`config.mk`:
```
export PLATFORM = sky130hd
export DESIGN_NAME = atom_ps2_keymatrix
export DESIGN_NICKNAME = d
export VERILOG_FILES = /design/src/rtl/atom_ps2_keymatrix.sv
export SDC_FILE = /design/constraint.sdc
export NUM_CORES = 1
export LEC_CHECK = 0
export CAP_MARGIN = 5
export CORE_MARGIN = 3
export CORE_UTILIZATION = 45
export DETAILED_ROUTE_END_ITERATION = 8
export DONT_BUFFER_PORTS = 1
export PLACE_DENSITY = 0.56
export SLEW_MARGIN = 25
export SYNTH_ARGS = -nofsm -noshare
export SYNTH_HDL_FRONTEND = slang
export SYNTH_SLANG_ARGS = --single-unit
```
`constraint.sdc`:
```
create_clock -name clk -period 4 [get_ports clk]
set_clock_uncertainty 0.1 [all_clocks]
set_input_delay 0.8 -clock clk [delete_from_list [all_inputs] [get_ports clk]]
set_output_delay 0.8 -clock clk [all_outputs]
set_load 0.02 [all_outputs]
```
`src/rtl/atom_ps2_keymatrix.sv`:
```
// PS/2 set-2 keyboard receiver feeding a 10x6 Acorn Atom key matrix plus SHIFT/CTRL/REPT lines.
// Optional build macro: PS2_PARITY_CHECK_EN (odd-parity check on every received frame).
module atom_ps2_keymatrix #(
    parameter int FILTER_LEN     = 8,
    parameter int TIMEOUT_CYCLES = 32000
) (
    input  logic       clk,
    input  logic       reset,
    input  logic       ps2_clk,
    input  logic       ps2_data,
    input  logic [3:0] key_row,
    output logic [5:0] key_cols,
    output logic       shift_n,
    output logic       ctrl_n,
    output logic       rept_n,
    output logic       frame_err
);

    localparam int FCW = $clog2(FILTER_LEN + 1);
    localparam int TCW = $clog2(TIMEOUT_CYCLES + 1);

    typedef enum logic [1:0] {
        S_IDLE   = 2'd0,
        S_DATA   = 2'd1,
        S_PARITY = 2'd2,
        S_STOP   = 2'd3
    } state_e;

    // Scancode -> {hit, row[3:0], col[2:0]}; anything not listed has no Atom key.
    function automatic logic [7:0] map_key(input logic [7:0] code);
        logic [7:0] m;
        m = 8'h00;
        case (code)
            8'h76: m = {1'b1, 4'd0, 3'd5};  // ESC
            8'h15: m = {1'b1, 4'd0, 3'd4};  // Q
            8'h34: m = {1'b1, 4'd0, 3'd3};  // G
            8'h25: m = {1'b1, 4'd0, 3'd2};  // 4
            8'h26: m = {1'b1, 4'd0, 3'd1};  // 3
            8'h1A: m = {1'b1, 4'd1, 3'd5};  // Z
            8'h4D: m = {1'b1, 4'd1, 3'd4};  // P
            8'h2B: m = {1'b1, 4'd1, 3'd3};  // F
            8'h2E: m = {1'b1, 4'd1, 3'd2};  // 5
            8'h1E: m = {1'b1, 4'd1, 3'd1};  // 2
            8'h35: m = {1'b1, 4'd2, 3'd5};  // Y
            8'h44: m = {1'b1, 4'd2, 3'd4};  // O
            8'h24: m = {1'b1, 4'd2, 3'd3};  // E
            8'h36: m = {1'b1, 4'd2, 3'd2};  // 6
            8'h16: m = {1'b1, 4'd2, 3'd1};  // 1
            8'h1C: m = {1'b1, 4'd3, 3'd5};  // A
            8'h31: m = {1'b1, 4'd3, 3'd4};  // N
            8'h23: m = {1'b1, 4'd3, 3'd3};  // D
            8'h3D: m = {1'b1, 4'd3, 3'd2};  // 7
            8'h45: m = {1'b1, 4'd3, 3'd1};  // 0
            8'h22: m = {1'b1, 4'd4, 3'd5};  // X
            8'h3A: m = {1'b1, 4'd4, 3'd4};  // M
            8'h21: m = {1'b1, 4'd4, 3'd3};  // C
            8'h3E: m = {1'b1, 4'd4, 3'd2};  // 8
            8'h4C: m = {1'b1, 4'd4, 3'd1};  // ;
            8'h1D: m = {1'b1, 4'd5, 3'd5};  // W
            8'h4B: m = {1'b1, 4'd5, 3'd4};  // L
            8'h32: m = {1'b1, 4'd5, 3'd3};  // B
            8'h46: m = {1'b1, 4'd5, 3'd2};  // 9
            8'h55: m = {1'b1, 4'd5, 3'd1};  // =
            8'h2A: m = {1'b1, 4'd6, 3'd5};  // V
            8'h42: m = {1'b1, 4'd6, 3'd4};  // K
            8'h5B: m = {1'b1, 4'd6, 3'd3};  // ]
            8'h5A: m = {1'b1, 4'd6, 3'd1};  // RETURN
            8'h3C: m = {1'b1, 4'd7, 3'd5};  // U
            8'h3B: m = {1'b1, 4'd7, 3'd4};  // J
            8'h5D: m = {1'b1, 4'd7, 3'd3};  // backslash
            8'h66: m = {1'b1, 4'd7, 3'd1};  // DELETE
            8'h2C: m = {1'b1, 4'd8, 3'd5};  // T
            8'h43: m = {1'b1, 4'd8, 3'd4};  // I
            8'h54: m = {1'b1, 4'd8, 3'd3};  // [
            8'h0D: m = {1'b1, 4'd8, 3'd1};  // COPY (TAB)
            8'h1B: m = {1'b1, 4'd9, 3'd5};  // S
            8'h33: m = {1'b1, 4'd9, 3'd4};  // H
            8'h2D: m = {1'b1, 4'd9, 3'd3};  // R
            8'h29: m = {1'b1, 4'd9, 3'd0};  // SPACE
            default: m = 8'h00;
        endcase
        return m;
    endfunction

    logic [1:0]     clk_sync_r;
    logic [1:0]     data_sync_r;
    logic           clk_level_r;
    logic [FCW-1:0] filt_cnt_r;
    logic           strobe_r;
    logic [TCW-1:0] to_cnt_r;
    state_e         state_r;
    state_e         state_nx;
    logic [2:0]     bit_cnt_r;
    logic [7:0]     sr_r;
    logic           frame_err_r;
    logic           byte_valid_s;
    logic           frame_err_s;
    logic           timeout_s;
    logic           stop_ok_s;
    logic           data_s;
    logic [7:0]     kmap_s;
    logic           brk_r;
    logic           ext_r;
    logic [9:0][5:0] mat_r;
    logic           lshift_r, rshift_r, lctrl_r, rctrl_r, lalt_r, ralt_r;

    assign data_s = data_sync_r[1];

    // Two-flop synchronisers for both PS/2 lines (idle level is high).
    always_ff @(posedge clk) begin
        if (reset) begin
            clk_sync_r  <= 2'b11;
            data_sync_r <= 2'b11;
        end else begin
            clk_sync_r  <= {clk_sync_r[0], ps2_clk};
            data_sync_r <= {data_sync_r[0], ps2_data};
        end
    end

    // Glitch filter: the level flips only after FILTER_LEN consecutive differing samples.
    always_ff @(posedge clk) begin
        if (reset) begin
            clk_level_r <= 1'b1;
            filt_cnt_r  <= '0;
            strobe_r    <= 1'b0;
        end else if (clk_sync_r[1] == clk_level_r) begin
            filt_cnt_r <= '0;
            strobe_r   <= 1'b0;
        end else if (filt_cnt_r == FCW'(FILTER_LEN - 1)) begin
            clk_level_r <= clk_sync_r[1];
            filt_cnt_r  <= '0;
            strobe_r    <= clk_level_r;
        end else begin
            filt_cnt_r <= filt_cnt_r + FCW'(1);
            strobe_r   <= 1'b0;
        end
    end

    // Saturating inactivity counter, cleared by every bit strobe.
    always_ff @(posedge clk) begin
        if (reset) begin
            to_cnt_r <= '0;
        end else if (strobe_r) begin
            to_cnt_r <= '0;
        end else if (to_cnt_r != TCW'(TIMEOUT_CYCLES)) begin
            to_cnt_r <= to_cnt_r + TCW'(1);
        end else begin
            to_cnt_r <= to_cnt_r;
        end
    end

    assign timeout_s = (to_cnt_r == TCW'(TIMEOUT_CYCLES)) && (state_r != S_IDLE);

`ifdef PS2_PARITY_CHECK_EN
    logic par_ok_r;

    // Odd parity over data plus parity bit, latched as the parity bit arrives.
    always_ff @(posedge clk) begin
        if (reset) begin
            par_ok_r <= 1'b0;
        end else if (strobe_r && (state_r == S_PARITY)) begin
            par_ok_r <= ^{sr_r, data_s};
        end else begin
            par_ok_r <= par_ok_r;
        end
    end

    assign stop_ok_s = data_s & par_ok_r;
`else
    assign stop_ok_s = data_s;
`endif

    // Frame state register.
    always_ff @(posedge clk) begin
        if (reset) begin
            state_r     <= S_IDLE;
            frame_err_r <= 1'b0;
        end else begin
            state_r     <= state_nx;
            frame_err_r <= frame_err_s;
        end
    end

    // Frame next-state, byte delivery and error decisions; a strobe outranks a timeout.
    always_comb begin
        state_nx     = state_r;
        byte_valid_s = 1'b0;
        frame_err_s  = 1'b0;
        if (strobe_r) begin
            case (state_r)
                S_IDLE: begin
                    if (!data_s) begin
                        state_nx = S_DATA;
                    end else begin
                        state_nx = S_IDLE;
                    end
                end
                S_DATA: begin
                    if (bit_cnt_r == 3'd7) begin
                        state_nx = S_PARITY;
                    end else begin
                        state_nx = S_DATA;
                    end
                end
                S_PARITY: state_nx = S_STOP;
                S_STOP: begin
                    state_nx = S_IDLE;
                    if (stop_ok_s) begin
                        byte_valid_s = 1'b1;
                    end else begin
                        frame_err_s = 1'b1;
                    end
                end
                default: state_nx = S_IDLE;
            endcase
        end else if (timeout_s) begin
            state_nx    = S_IDLE;
            frame_err_s = 1'b1;
        end else begin
            state_nx = state_r;
        end
    end

    // Data shifter, LSB first.
    always_ff @(posedge clk) begin
        if (reset) begin
            sr_r      <= 8'h00;
            bit_cnt_r <= 3'd0;
        end else if (strobe_r && (state_r == S_DATA)) begin
            sr_r      <= {data_s, sr_r[7:1]};
            bit_cnt_r <= bit_cnt_r + 3'd1;
        end else if (strobe_r && (state_r == S_IDLE)) begin
            bit_cnt_r <= 3'd0;
        end else begin
            sr_r      <= sr_r;
            bit_cnt_r <= bit_cnt_r;
        end
    end

    assign kmap_s = map_key(sr_r);

    // Scancode decoder: prefix flags, modifiers and the key matrix.
    always_ff @(posedge clk) begin
        if (reset) begin
            brk_r    <= 1'b0;
            ext_r    <= 1'b0;
            mat_r    <= '0;
            lshift_r <= 1'b0;
            rshift_r <= 1'b0;
            lctrl_r  <= 1'b0;
            rctrl_r  <= 1'b0;
            lalt_r   <= 1'b0;
            ralt_r   <= 1'b0;
        end else if (byte_valid_s) begin
            case (sr_r)
                8'hF0: brk_r <= 1'b1;
                8'hE0: ext_r <= 1'b1;
                8'hAA, 8'hFA, 8'hFE, 8'hEE, 8'h00, 8'hFF: begin
                    brk_r <= brk_r;
                end
                default: begin
                    brk_r <= 1'b0;
                    ext_r <= 1'b0;
                    if (ext_r) begin
                        case (sr_r)
                            8'h14:   rctrl_r <= ~brk_r;
                            8'h11:   ralt_r  <= ~brk_r;
                            default: rctrl_r <= rctrl_r;
                        endcase
                    end else begin
                        case (sr_r)
                            8'h12: lshift_r <= ~brk_r;
                            8'h59: rshift_r <= ~brk_r;
                            8'h14: lctrl_r  <= ~brk_r;
                            8'h11: lalt_r   <= ~brk_r;
                            default: begin
                                if (kmap_s[7]) begin
                                    mat_r[kmap_s[6:3]][kmap_s[2:0]] <= ~brk_r;
                                end else begin
                                    mat_r <= mat_r;
                                end
                            end
                        endcase
                    end
                end
            endcase
        end else begin
            brk_r <= brk_r;
        end
    end

    // Zero-latency row read for the PIO.
    always_comb begin
        key_cols = 6'h3F;
        if (key_row <= 4'd9) begin
            key_cols = ~mat_r[key_row];
        end else begin
            key_cols = 6'h3F;
        end
    end

    assign shift_n   = ~(lshift_r | rshift_r);
    assign ctrl_n    = ~(lctrl_r | rctrl_r);
    assign rept_n    = ~(lalt_r | ralt_r);
    assign frame_err = frame_err_r;

endmodule
```
## Word level (Yosys, flattened, before mapping)

Memories as Yosys holds them, arrays and structs flattened. A register that Yosys moved wholly into a read port is not among the register bits.
Cells that the tools add are included.
Widths: inputs -> output; s select.

| word-level totals | value |
|---|---|
| flip-flop bits (word level) | 107 |
| bits in latches | 0 |
| bits in writable memories | 0 |
| bits in read-only memories | 1024 |
| bits of input ports | 8 |
| output and inout port bits | 10 |
| logic and storage cells | 126 |
| memories kept | 1 |

| cells by class | value |
|---|---|
| add/sub/neg operators | 3 |
| multiply operators | 0 |
| div/mod/pow operators | 0 |
| order comparisons | 6 |
| equality and inequality tests | 19 |
| shift operators | 0 |
| multiplexer cells | 27 |
| bitwise logic cells | 15 |
| reduce and logical (&&, ||, !) cells | 27 |

Memories:

| name | words | width | read ports | clocked after Yosys merged registers in | wr ports | line | RTL |
|---|---|---|---|---|---|---|---|
| (name not given) | 128 | 8 | 1 | 1 | 0 | 33 | `case (code)` |

Operators with widths:

| kind | count |
|---|---|
| $bwmux 60 | 1 |
| $eq 8x8->1 const B | 7 |
| $bmux 6 s4 | 1 |
| $demux 6 s4 | 1 |
| $eq 8x5->1 const B | 3 |
| $reduce_and 4->1 | 6 |
| $mux 6 | 3 |
| $add 15x1->15 const B | 1 |
| $eq 15x15->1 const B | 1 |
| $ne 15x15->1 const B | 1 |
| $mux 7 | 2 |
| $reduce_or 7->1 | 2 |
| $not 1->1 | 11 |
| $lt 4x5->1 const B | 2 |
| $mux 1 | 9 |
| $eq 8x7->1 const B | 1 |
| $logic_not 8->1 | 1 |
| $mux 8 | 1 |
| $pmux 2 s4 | 1 |
| $reduce_or 8->1 | 1 |
| $mux 2 | 3 |
| $mux 3 | 2 |
| $not 6->6 | 1 |
| $reduce_and 2->1 | 3 |
| other kinds (21) | 32 |

## Logic depth before layout (Yosys ltp)

Gate-level depths: netlist (run 1).

| depth | value |
|---|---|
| depth after elaboration | 8 |
| depth in mapped cells | 13 |

## Worst setup path before layout (run 1)

OpenSTA, ideal clock, no wires.

| path | value |
|---|---|
| path kind | input port to output port |
| start point | in key_row[0] |
| end point | out key_cols[1] |
| data arrival time | 2.501 ns |
| data required time | 3.100 ns |
| path slack | 0.599 ns |
| cell stages on the path | 5 |
| path buffers | 2 |
| cells stage by stage | clkbuf_1 -> buf_2 -> mux4_2 -> mux2i_1 -> o22a_1 |

| on the way | value |
|---|---|
| word-level cells in the longest chain between the ends | 4 |
| elaborated cells on any way between the ends | 5 |

RTL lines:

| what | line | RTL |
|---|---|---|
| start, declared | 11 | `input logic [3:0] key_row,` |
| $bmux 6 s4 | 296 | `key_cols = ~mat_r[key_row];` |
| $mux 6 (implied by the code) | 296 |  |
| $not 6->6 | 296 |  |
| $mux 6 * | 295 | `if (key_row <= 4'd9) begin` |
| end, declared | 12 | `output logic [5:0] key_cols,` |

Mark *: on every way between the ends. The rest lies on a longest branch, timed or not. The select of a mux whose other input is x is not followed.

==> out/qor.yml, run 1 <==
status:
  status: "finished, final reports clean"
die:
  fp.dieH_um: 129
  io_pins: 18
  die_area_um2: 16500
  rows: 44
  start_util: 0.463
  core_area_um2: 14600
  die_x_um: 129
sta:
  setup_viol: 0
  relSlewSlack: 0.407
  worst_pin_slew_ns: 0.890
  timing_hold_violations_final: 0
  tns_ns: 0
  min_period_ns: 3.29
  slew_viol_final: 0
  max_clock_freq_mhz: 304
  worst_hold_slack_ns: 0.314
  finalCritPeriodShare: 0.822
  layout_setup_ws_ns: 0.713
  rsz0062_at_grt: "false"
detailed_routing:
  drt_iter0_drc: 861
  drc_errors: 0
  wire_per_inst_um: 21.1
  viasPerCell: 6.64
  postRouteAntennaNets: 0
  finalWirelength_mm: 19.4
  route.vias.total: 6117
  firstDrtPassIters: 5
setup_path:
  critPathBufInv: 3
  crit_path_max_incr_delay_ns: 0.61
  cp_max_fo: 17
  ff2ff_path_depth: 11
  crit_required_ns: 4.17
  path_class: "flip-flop to flip-flop"
  slowest_stage: "a2111oi_0"
  arrival_ns: 3.46
  crit_family: "compound AO/OA/AOI/OAI gates"
  worstSetupPathDepth: 11
  endpoint_kind: "flip-flop"
  cp-start-kind: "flip-flop"
  crit_chain: "and3b_1, buf_4, nand2_1, a21oi_1, buf_4, inv_1, ha_1, a21oi_1, a211oi_1, a2111oi_0, o41ai_1"
pwr:
  switchingPower_mw: 0.572
  intPower_mw: 2.29
  power_frac_comb: 0.009
  switching_share: 0.200
  power.leakage_nw: 2.52
  clkPwrFrac: 0.587
  seq_power_share: 0.404
  power.density_nw_per_um2: 384
  peakVddDrop_v: 0.000304
cts:
  clk_latency_ns: 0.42
  hold_buffers: 0
  cts_inserted_buffers: 17
  cts_resized: 0
  cts_sinks: 115
  cts_root_buffer: "clkbuf_16"
  clk_pin_slew_worst_paths_ns: 0.06
  post_cts_buffers: 0
  htree_num_levels: 4
  clock_path_buffers: 2
  cts_tree: "done"
flow_run:
  drv_cap: 0
final_layout:
  layout-drive-gt1-share: 0.128
  nets: 746
  fill_cells: 1340
  area_growth_pct: 10.1
  fin_area_um2: 7440
  antennaDiodeCount: 0
logic_synthesis:
  synth_seq_area_share: 0.341
  synth_nets: 785
  syn_inst: 763
  synth_seq_cells: 115
  ys_warn_count: 0
  synth_top_family_by_area: "compound AO/OA/AOI/OAI gates"
  yosysTopAreaCellShare: 0.341
  syn_area_um2: 6760
  synth_xor_area_frac: 0.0168
  synth_adder_area_share: 0.0259
  yosysTopAreaCell: "dfxtp_1"
  synth_compound_gate_area_share: 0.243
  synth_area_leaders: "dfxtp_1 34%, a311oi_1 7.1%, mux2i_1 5.9%, mux4_2 4.0%, nor2_1 3.2%"
  synth_flop_cell: "dfxtp_1"
  synthDistinctLibCells: 81
  syn_area_per_cell_um2: 8.86
  synth_edf_count: 0
  synth-simple-area-share: 0.208
  synth-async-reset-ratio: 0
  synthMuxAreaShare: 0.104
global_routing:
  first_global_vias: 5827
  grt_use_total: 0.238
  grt_max_degree: 105
  grt_overflow: 0
  grt_antenna_before_repair: 0
  grt_pass1_wl_mm: 31.3
place:
  port_buffers: 0
  gp_congestion: 0.905
  dp_hpwl_mm: 13.0
  dp_slack_ns: 0.790
  dpl_cell_area_um2: 6790
min_path:
  min_path_cells: 1
  hold_path.class: "flip-flop to flip-flop"
-- through the flow --
stage	total power [mW]	utilization	std cells
global route	2.93	0.510	921
finish	2.86	0.510	921
detailed placement	1.21	0.465	889
CTS	2.88	0.510	921
floorplan	1.22	-	763
global placement	1.20	0.465	889
-- kinds of logic (layout without fill, tap and decap cells) --
logic type / count (synthesis) / after routing
AOI/OAI and AO/OA: 220 / 220
xor gates and xnor gates: 13 / 13
adders and majority gates: 14 / 14
buffers and inverters: 92 / 66
DFF: 115 / 115
muxes: 54 / 54
and+or+nand+nor: 255 / 255
-- cell usage in the layout, fill, tap and decap left out, drive strengths merged, types with 10 or more instances in the layout --
cell	n
nor2b	14
a311oi	55
nand2b	11
ha	14
or2	10
nand4	13
a31oi	31
nor2	58
a41oi	24
a21oi	39
mux2i	41
nand3	22
nor3	21
xor2	10
inv	16
mux4	12
dfxtp	115
clkbuf	19
buf	18
o21ai	19
nand2	49
-- state kept, by name, summed over array words and instances (netlist names), 2 cells and up, named ones only --
name,cells
sr_r,8
state_r,2
filt_cnt_r,4
to_cnt_r,15
bit_cnt_r,3
data_sync_r,2
clk_sync_r,2
mat_r,60
-- power by group through the flow --
stage	Combinational [mW]	Clock [mW]	Sequential [mW]
3_5_place_dp	0.0257	0	1.18
4_1_cts	0.0257	1.70	1.15
6_report	0.0255	1.68	1.15
3_3_place_gp	0.0256	0	1.18
2_1_floorplan	0.0425	0	1.18
5_1_grt	0.0283	1.75	1.16
-- metal layers --
layer / wire length [um] / GRT usage / vias to the layer above
met1: 8670 / 0.319 / 2950
met3: 1190 / 0.0573 / 48
met2: 9120 / 0.375 / 254
met4: 460 / 0.0852 / 0
met5: 0 / 0 / -
li1: - / - / 2865
-- worst register-to-register path: stages (launching register included) --
cell and delay [ns]:
dfxtp_1 0.53, and3b_1 0.29, buf_4 0.28, nand2_1 0.13, a21oi_1 0.16, buf_4 0.17
inv_1 0.06, ha_1 0.36, a21oi_1 0.18, a211oi_1 0.06, a2111oi_0 0.61, o41ai_1 0.19
-- synth_stat cells (all sizes together) (4+ instances only) --
cell type	instances
o21ai	19
o22a	6
a2111oi	4
mux2i	41
nand3	22
xor2	10
inv	15
nand3b	8
and4	4
a211oi	5
or2	10
a21oi	39
a31oi	31
buf	28
nor3	21
nand2b	11
mux4	12
nor4b	4
or3	7
and3	7
nand4	13
nor2b	14
a311oi	55
nand2	49
a41oi	24
nor4	6
ha	14
nor2	58
nor3b	4
clkbuf	48
dfxtp	115
o31ai	5
and2	8
-- worst paths after layout --
kind	slack (ns)	to	from
setup / recovery	0.71	flip-flop	state_r[0]
hold / removal	0.31	data_sync_r[1]	data_sync_r[0]
setup reg to reg	0.71	flip-flop	state_r[0]
hold reg to reg	0.31	data_sync_r[1]	data_sync_r[0]
-- final cells by class --
cell class / instances / area, um^2 / area share
Multi-Input combinational cell: 556 / 4070 / 0.546
Clock buffer: 19 / 443 / 0.0595
Clock inverter: 13 / 206 / 0.0277
Timing Repair Buffer: 18 / 135 / 0.0182
Inverter: 16 / 60.1 / 0.00807
Sequential cell: 115 / 2300 / 0.309
Tap cell: 184 / 230 / 0.0309
Power figures use the tool's default switching activity.
==> run 2: changes to the inputs <==
--- a/config.mk
+++ b/config.mk
@@ -10,7 +10,7 @@
 export CORE_UTILIZATION = 45
 export DETAILED_ROUTE_END_ITERATION = 8
 export DONT_BUFFER_PORTS = 1
-export PLACE_DENSITY = 0.56
+export PLACE_DENSITY = 0.58
 export SLEW_MARGIN = 25
 export SYNTH_ARGS = -nofsm -noshare
 export SYNTH_HDL_FRONTEND = slang
==> constraint.sdc (replaced) <==
create_clock -name clk -period 2.8 [get_ports clk]
set_clock_uncertainty 0.1 [all_clocks]
set_input_delay 0.56 -clock clk [delete_from_list [all_inputs] [get_ports clk]]
set_output_delay 0.56 -clock clk [all_outputs]
set_load 0.02 [all_outputs]
==> run 2 against run 1 <==
  * Power rose by 42%
  * Critical path type unchanged
  * Cell area rose by 2.6%
  * Cell count rose by 2.9%
  * Clock power rose by 41%
  * Sequential cell count did not move
  * Fmax rose by 23%
  * Count of clock-buffer cells in the layout rose by 2
  * Largest cell class unchanged
  * Hold slack got worse by 0.20 ns
  * Via count rose by 1.7%
  * Global-route usage rose by 0.13 points
==> out/qor.yml, run 2 (synthesized netlist as in run 1, its figures left out) <==
cts:
  htree_num_levels: 4  # unchanged
  clk_pin_slew_worst_paths_ns: 0.05  # about the same
  cts_root_buffer: "clkbuf_16"
  post_cts_buffers: 0  # unchanged
  cts_inserted_buffers: 17  # unchanged
  clk_latency_ns: 0.42  # about the same
  clock_path_buffers: 2  # unchanged
  cts_sinks: 115  # unchanged
  cts_tree: "done"
  cts_resized: 0  # unchanged
  hold_buffers: 0  # unchanged
setup_path:
  slowest_stage: "a2111oi_0"
  cp_max_fo: 9  # -8
  cp-start-kind: "flip-flop"
  crit_path_max_incr_delay_ns: 0.67  # +0.06 ns
  crit_chain: "buf_4, nor2b_1, mux2i_4, inv_1, o21ai_0, a2111oi_0, a311oi_1, a21oi_1"
  arrival_ns: 2.90  # -0.56 ns
  worst-r2r-setup-slack_ns: 0.13  # -0.58 ns
  endpoint_kind: "flip-flop"
  path_class: "flip-flop to flip-flop"
  crit_required_ns: 3.03  # -1.14 ns
  r2r_start: "sr_r[2]"
  ff2ff_path_depth: 8  # -3
final_layout:
  nets: 774  # +3.8%
  reg_top3: "mat_r: 60 flops, to_cnt_r: 15 flops, sr_r: 8 flops"
  layout_common_cells: "115 x dfxtp_1, 56 x nor2_1, 55 x a311oi_1, 49 x nand2_1, 46 x buf_4"
  fin_area_um2: 7640  # +2.6%
  stdcell_count: 948  # +2.9%
  final_common_cell: "dfxtp_1"
  layout-drive-gt1-share: 0.158  # +0.0308
  area_growth_pct: 13.0
  antennaDiodeCount: 0  # unchanged
  fill_cells: 1328  # -0.90%
  largest_register_ffs: 60  # unchanged
  largest-register: "mat_r"
place:
  gp_congestion: 0.952  # +5.2%
  dp_cells: 917  # +3.1%
  dp_hpwl_mm: 13.3  # +2.7%
  port_buffers: 0  # unchanged
  dpl_cell_area_um2: 6990  # +3.0%
  dp_slack_ns: 0.149  # -0.641 ns
global_routing:
  grt_pass1_wl_mm: 31.7  # +1.4%
  grt_max_degree: 105  # unchanged
  grt_use_total: 0.239  # +0.00125
  grt_overflow: 0  # unchanged
  first_global_vias: 5932  # +1.8%
  grt_antenna_before_repair: 0  # unchanged
pwr:
  power_frac_comb: 0.009  # about the same
  peakVddDrop_v: 0.000398  # +31%
  clkPwrFrac: 0.584  # -0.003
  seq_power_share: 0.406  # +0.002
  switchingPower_mw: 0.780  # +36%
  power.density_nw_per_um2: 532  # +39%
  switching_share: 0.192  # -0.00801
  power.leakage_nw: 2.68  # +6.1%
  intPower_mw: 3.28  # +44%
die:
  core_area_um2: 14600  # unchanged
  die_x_um: 129  # unchanged
  start_util: 0.463  # unchanged
  die_area_um2: 16500  # unchanged
  rows: 44  # unchanged
  io_pins: 18  # unchanged
  fp.dieH_um: 129  # unchanged
detailed_routing:
  firstDrtPassIters: 7  # +2
  viasPerCell: 6.57  # -1.1%
  met1_length_mm: 8.48  # -2.2%
  finalWirelength_mm: 19.4  # -0.13%
  drt_iter0_drc: 762  # -11%
  postRouteAntennaNets: 0  # unchanged
  highest-signal-layer: "met4"
  route.met3.wl_mm: 1.26  # +6.3%
  wire_per_inst_um: 20.5  # -3.0%
  met2_length_mm: 9.11  # -0.11%
  drc_errors: 0  # unchanged
  route.vias.total: 6224  # +1.7%
sta:
  rsz0062_at_grt: "false"
  min_period_ns: 2.67  # -0.616 ns
  finalCritPeriodShare: 0.954  # +0.132
  max_clock_freq_mhz: 374  # +23%
  worst_pin_slew_ns: 0.829  # -0.0607 ns
  timing_hold_violations_final: 0  # unchanged
  layout_setup_ws_ns: 0.129  # -0.584 ns
  setup_viol: 0  # unchanged
  relSlewSlack: 0.447  # +0.0404
  tns_ns: 0  # unchanged
  slew_viol_final: 0  # unchanged
min_path:
  min_path_cells: 1  # unchanged
  hold-path-endpoint: "bit_cnt_r[1]"
  hold_path.class: "input port to flip-flop"
  worstHoldStart: "reset"
flow_run:
  drv_cap: 0  # unchanged
status:
  status: "finished, final reports clean"
run 2: changes by cell type in the layout (fill, tap and decap cells not counted), sizes merged:
cell and delta:
buf +28, clkbuf +2, clkinv -2, inv -1
run 2: per-layer routing:
metal | global-route usage | vias to the layer above
met3 | 0.0639 | 44
met5 | 0 | -
met1 | 0.313 | 2989
met2 | 0.373 | 279
met4 | 0.101 | 0
li1 | - | 2912
run 2: final cells by class:
| cell class | instances | area [um^2] | area share |
|---|---|---|---|
| Sequential cell | 115 | 2300 | 0.301 |
| Timing Repair Buffer | 46 | 345 | 0.0452 |
| Clock inverter | 10 | 180 | 0.0236 |
| Clock buffer | 21 | 460 | 0.0603 |
| Multi-Input combinational cell | 556 | 4060 | 0.531 |
| Tap cell | 184 | 230 | 0.0301 |
| Inverter | 16 | 60.1 | 0.00786 |
run 2: power groups by stage:
| stage | clock (mW) | combinational [mW] | sequential [mW] |
|---|---|---|---|
| floorplan | 0 | 0.0613 | 1.68 |
| global placement | 0 | 0.0365 | 1.68 |
| detailed placement | 0 | 0.0377 | 1.68 |
| CTS | 2.41 | 0.0377 | 1.65 |
| global route | 2.48 | 0.0416 | 1.65 |
| finish | 2.37 | 0.0375 | 1.65 |
run 2: through the flow:
step,total power [mW],util,hold WS [ns]
after global placement,1.72,0.479,0.298
after CTS,4.10,0.523,0.113
after floorplan,1.74,-,0.289
after global routing,4.17,0.523,0.100
final,4.06,0.523,0.118
after detailed placement,1.72,0.479,0.295
run 2: how the worst max path moves through the flow:
| stage | start | endpoint | slack, ns | depth (start not counted) |
|---|---|---|---|---|
| CTS | state_r[1] | flip-flop | 0.12 | 10 |
| finish | sr_r[2] | flip-flop | 0.13 | 8 |
| floorplan | reset | flip-flop | 0.0006 | 11 |
| global placement | state_r[1] | flip-flop | 0.17 | 10 |
| global route | state_r[1] | flip-flop | 0.004 | 10 |
| detailed placement | state_r[1] | flip-flop | 0.15 | 10 |
run 2: critical path, delay by kind of cell, from the launching register on:
| kind | cells | cell delay [ns] |
|---|---|---|
| AO/OA/AOI/OAI | 4 | 1.12 |
| AND/OR/NAND/NOR | 1 | 0.26 |
| flip-flops | 1 | 0.50 |
| buffers and inverters | 2 | 0.49 |
| multiplexers | 1 | 0.10 |
==> run 3: changes to the inputs <==
--- a/config.mk
+++ b/config.mk
@@ -6,7 +6,6 @@
 export NUM_CORES = 1
 export LEC_CHECK = 0
 export CAP_MARGIN = 5
-export CORE_MARGIN = 3
 export CORE_UTILIZATION = 45
 export DETAILED_ROUTE_END_ITERATION = 8
 export DONT_BUFFER_PORTS = 1
==> run 3 against run 2 <==
  * Sequential power about the same
  * Wire length increased by 3.0%
  * Sequential cell count unchanged
  * Die area decreased by 6.1%
  * Cell count decreased by 0.42%
  * Worst setup slack improved by 0.088 ns
==> out/qor.yml, run 3 (synthesized netlist as in run 1, its figures left out) <==
global_routing:
  grt_pass1_wl_mm: 32.6  # +2.7%
  grt_use_total: 0.263  # +0.0238
  grt_max_degree: 105  # unchanged
  first_global_vias: 5893  # -0.66%
  grt_overflow: 0  # unchanged
  grt_antenna_before_repair: 0  # unchanged
final_layout:
  largest_register_ffs: 60  # unchanged
  layout-drive-gt1-share: 0.151  # -0.00706
  final_common_cell: "dfxtp_1"
  antennaDiodeCount: 0  # unchanged
  ff_latch_area_um2: 2300  # unchanged
  area_growth_pct: 12.1
  nets: 770  # -0.52%
  largest-register: "mat_r"
  layout_common_cells: "115 x dfxtp_1, 57 x nor2_1, 55 x a311oi_1, 49 x nand2_1, 42 x buf_4"
  fill_cells: 1372  # +3.3%
  reg_top3: "mat_r: 60 flops, to_cnt_r: 15 flops, sr_r: 8 flops"
  fin_area_um2: 7580  # -0.74%
  multi_input_area_um2: 4060  # about the same
die:
  core_area_um2: 14600  # unchanged
  fp.dieH_um: 125  # -3.1%
  start_util: 0.463  # unchanged
  die_x_um: 125  # -3.1%
  die_area_um2: 15500  # -6.1%
  io_pins: 18  # unchanged
  rows: 44  # unchanged
detailed_routing:
  viasPerCell: 6.52  # -0.71%
  drt_iter0_drc: 643  # -16%
  postRouteAntennaNets: 0  # unchanged
  wire_per_inst_um: 21.2  # +3.5%
  finalWirelength_mm: 20.0  # +3.0%
  drc_errors: 0  # unchanged
  firstDrtPassIters: 7  # unchanged
  route.vias.total: 6154  # -1.1%
setup_path:
  cp-start-kind: "flip-flop"
  crit_required_ns: 3.00  # -0.03 ns
  cp_max_fo: 6  # -3
  r2r_start: "state_r[1]"
  arrival_ns: 2.79  # -0.11 ns
  endpoint_kind: "flip-flop"
  critPathLaunch: "state_r[1]"
  path_class: "flip-flop to flip-flop"
cts:
  cts_sinks: 115  # unchanged
  clk_pin_slew_worst_paths_ns: 0.05  # about the same
  post_cts_buffers: 0  # unchanged
  cts_tree: "done"
  htree_num_levels: 4  # unchanged
  cts_inserted_buffers: 17  # unchanged
  hold_buffers: 0  # unchanged
  cts_resized: 0  # unchanged
  cts_root_buffer: "clkbuf_16"
  clk_latency_ns: 0.42  # about the same
  clock_path_buffers: 2  # unchanged
place:
  gp_congestion: 0.943  # -0.91%
  port_buffers: 0  # unchanged
  dpl_cell_area_um2: 6960  # -0.43%
  dp_hpwl_mm: 13.8  # +3.3%
pwr:
  seq_power_share: 0.414  # +0.008
  switching_share: 0.199  # +0.00687
  peakVddDrop_v: 0.000403  # +1.2%
  power.density_nw_per_um2: 526  # -1.1%
  intPower_mw: 3.19  # -2.6%
  power_frac_comb: 0.010  # about the same
  power.leakage_nw: 2.64  # -1.3%
  switchingPower_mw: 0.794  # +1.7%
  clkPwrFrac: 0.577  # -0.007
sta:
  relSlewSlack: 0.405  # -0.0421
  worst_pin_slew_ns: 0.880  # +0.0508 ns
  setup_viol: 0  # unchanged
  timing_hold_violations_final: 0  # unchanged
  finalCritPeriodShare: 0.923  # -0.0313
  min_period_ns: 2.58  # -0.0875 ns
  max_clock_freq_mhz: 387  # +3.4%
  slew_viol_final: 0  # unchanged
  rsz0062_at_grt: "false"
  tns_ns: 0  # unchanged
status:
  status: "finished, final reports clean"
min_path:
  hold_path.class: "input port to flip-flop"
  worstHoldStart: "reset"
flow_run:
  drv_cap: 0  # unchanged
==> run 3: per-stage QoR <==
step,cells,power [mW],hold WS (ns),worst slack (ns),utilization
after floorplan,763,1.74,0.289,0.000612,-
after global placement,913,1.72,0.294,0.286,0.477
after detailed placement,913,1.72,0.293,0.142,0.477
after CTS,944,4.01,0.105,0.128,0.520
after global routing,944,4.09,0.109,0.0104,0.520
final,944,3.99,0.112,0.217,0.520
==> run 3: critical path: stages (launching register included) <==
cell and delay [ns]:
dfxtp_1 0.31, and3b_1 0.33, mux2i_1 0.13, nor2_1 0.21
ha_1 0.28, or3b_2 0.51, o21ai_1 0.19, o31ai_1 0.10
a311oi_1 0.31
==> run 3: power groups by stage <==
stage | Clock, mW | Combinational (mW) | Sequential (mW)
after floorplan | 0 | 0.0613 | 1.68
after global placement | 0 | 0.0367 | 1.68
after detailed placement | 0 | 0.0386 | 1.68
after CTS | 2.32 | 0.0386 | 1.65
after global routing | 2.40 | 0.0409 | 1.65
final | 2.30 | 0.0380 | 1.65
==> run 3: routing by layer <==
metal / up-vias / global-route usage / share of wire
met2: 230 / 0.416 / 0.46
met1: 2960 / 0.342 / 0.44
li1: 2912 / - / -
met4: 0 / 0.112 / 0.036
met3: 52 / 0.0601 / 0.060
met5: - / 0 / 0
==> run 3: worst paths after layout <==
| check | end | slack [ns] | cells after the start |
|---|---|---|---|
| min reg2reg | data_sync_r[1] | 0.31 | 1 |
| max | flip-flop | 0.22 | 8 |
| min | bit_cnt_r[0] | 0.11 | 1 |
| max reg2reg | flip-flop | 0.22 | 8 |
==> run 3: final cells by class <==
cell class                      instances  area share
Tap cell                              184      0.0304
Multi-Input combinational cell        556       0.535
Clock inverter                          9      0.0203
Inverter                               16     0.00792
Timing Repair Buffer                   42      0.0416
Clock buffer                           22      0.0612
Sequential cell                       115       0.304
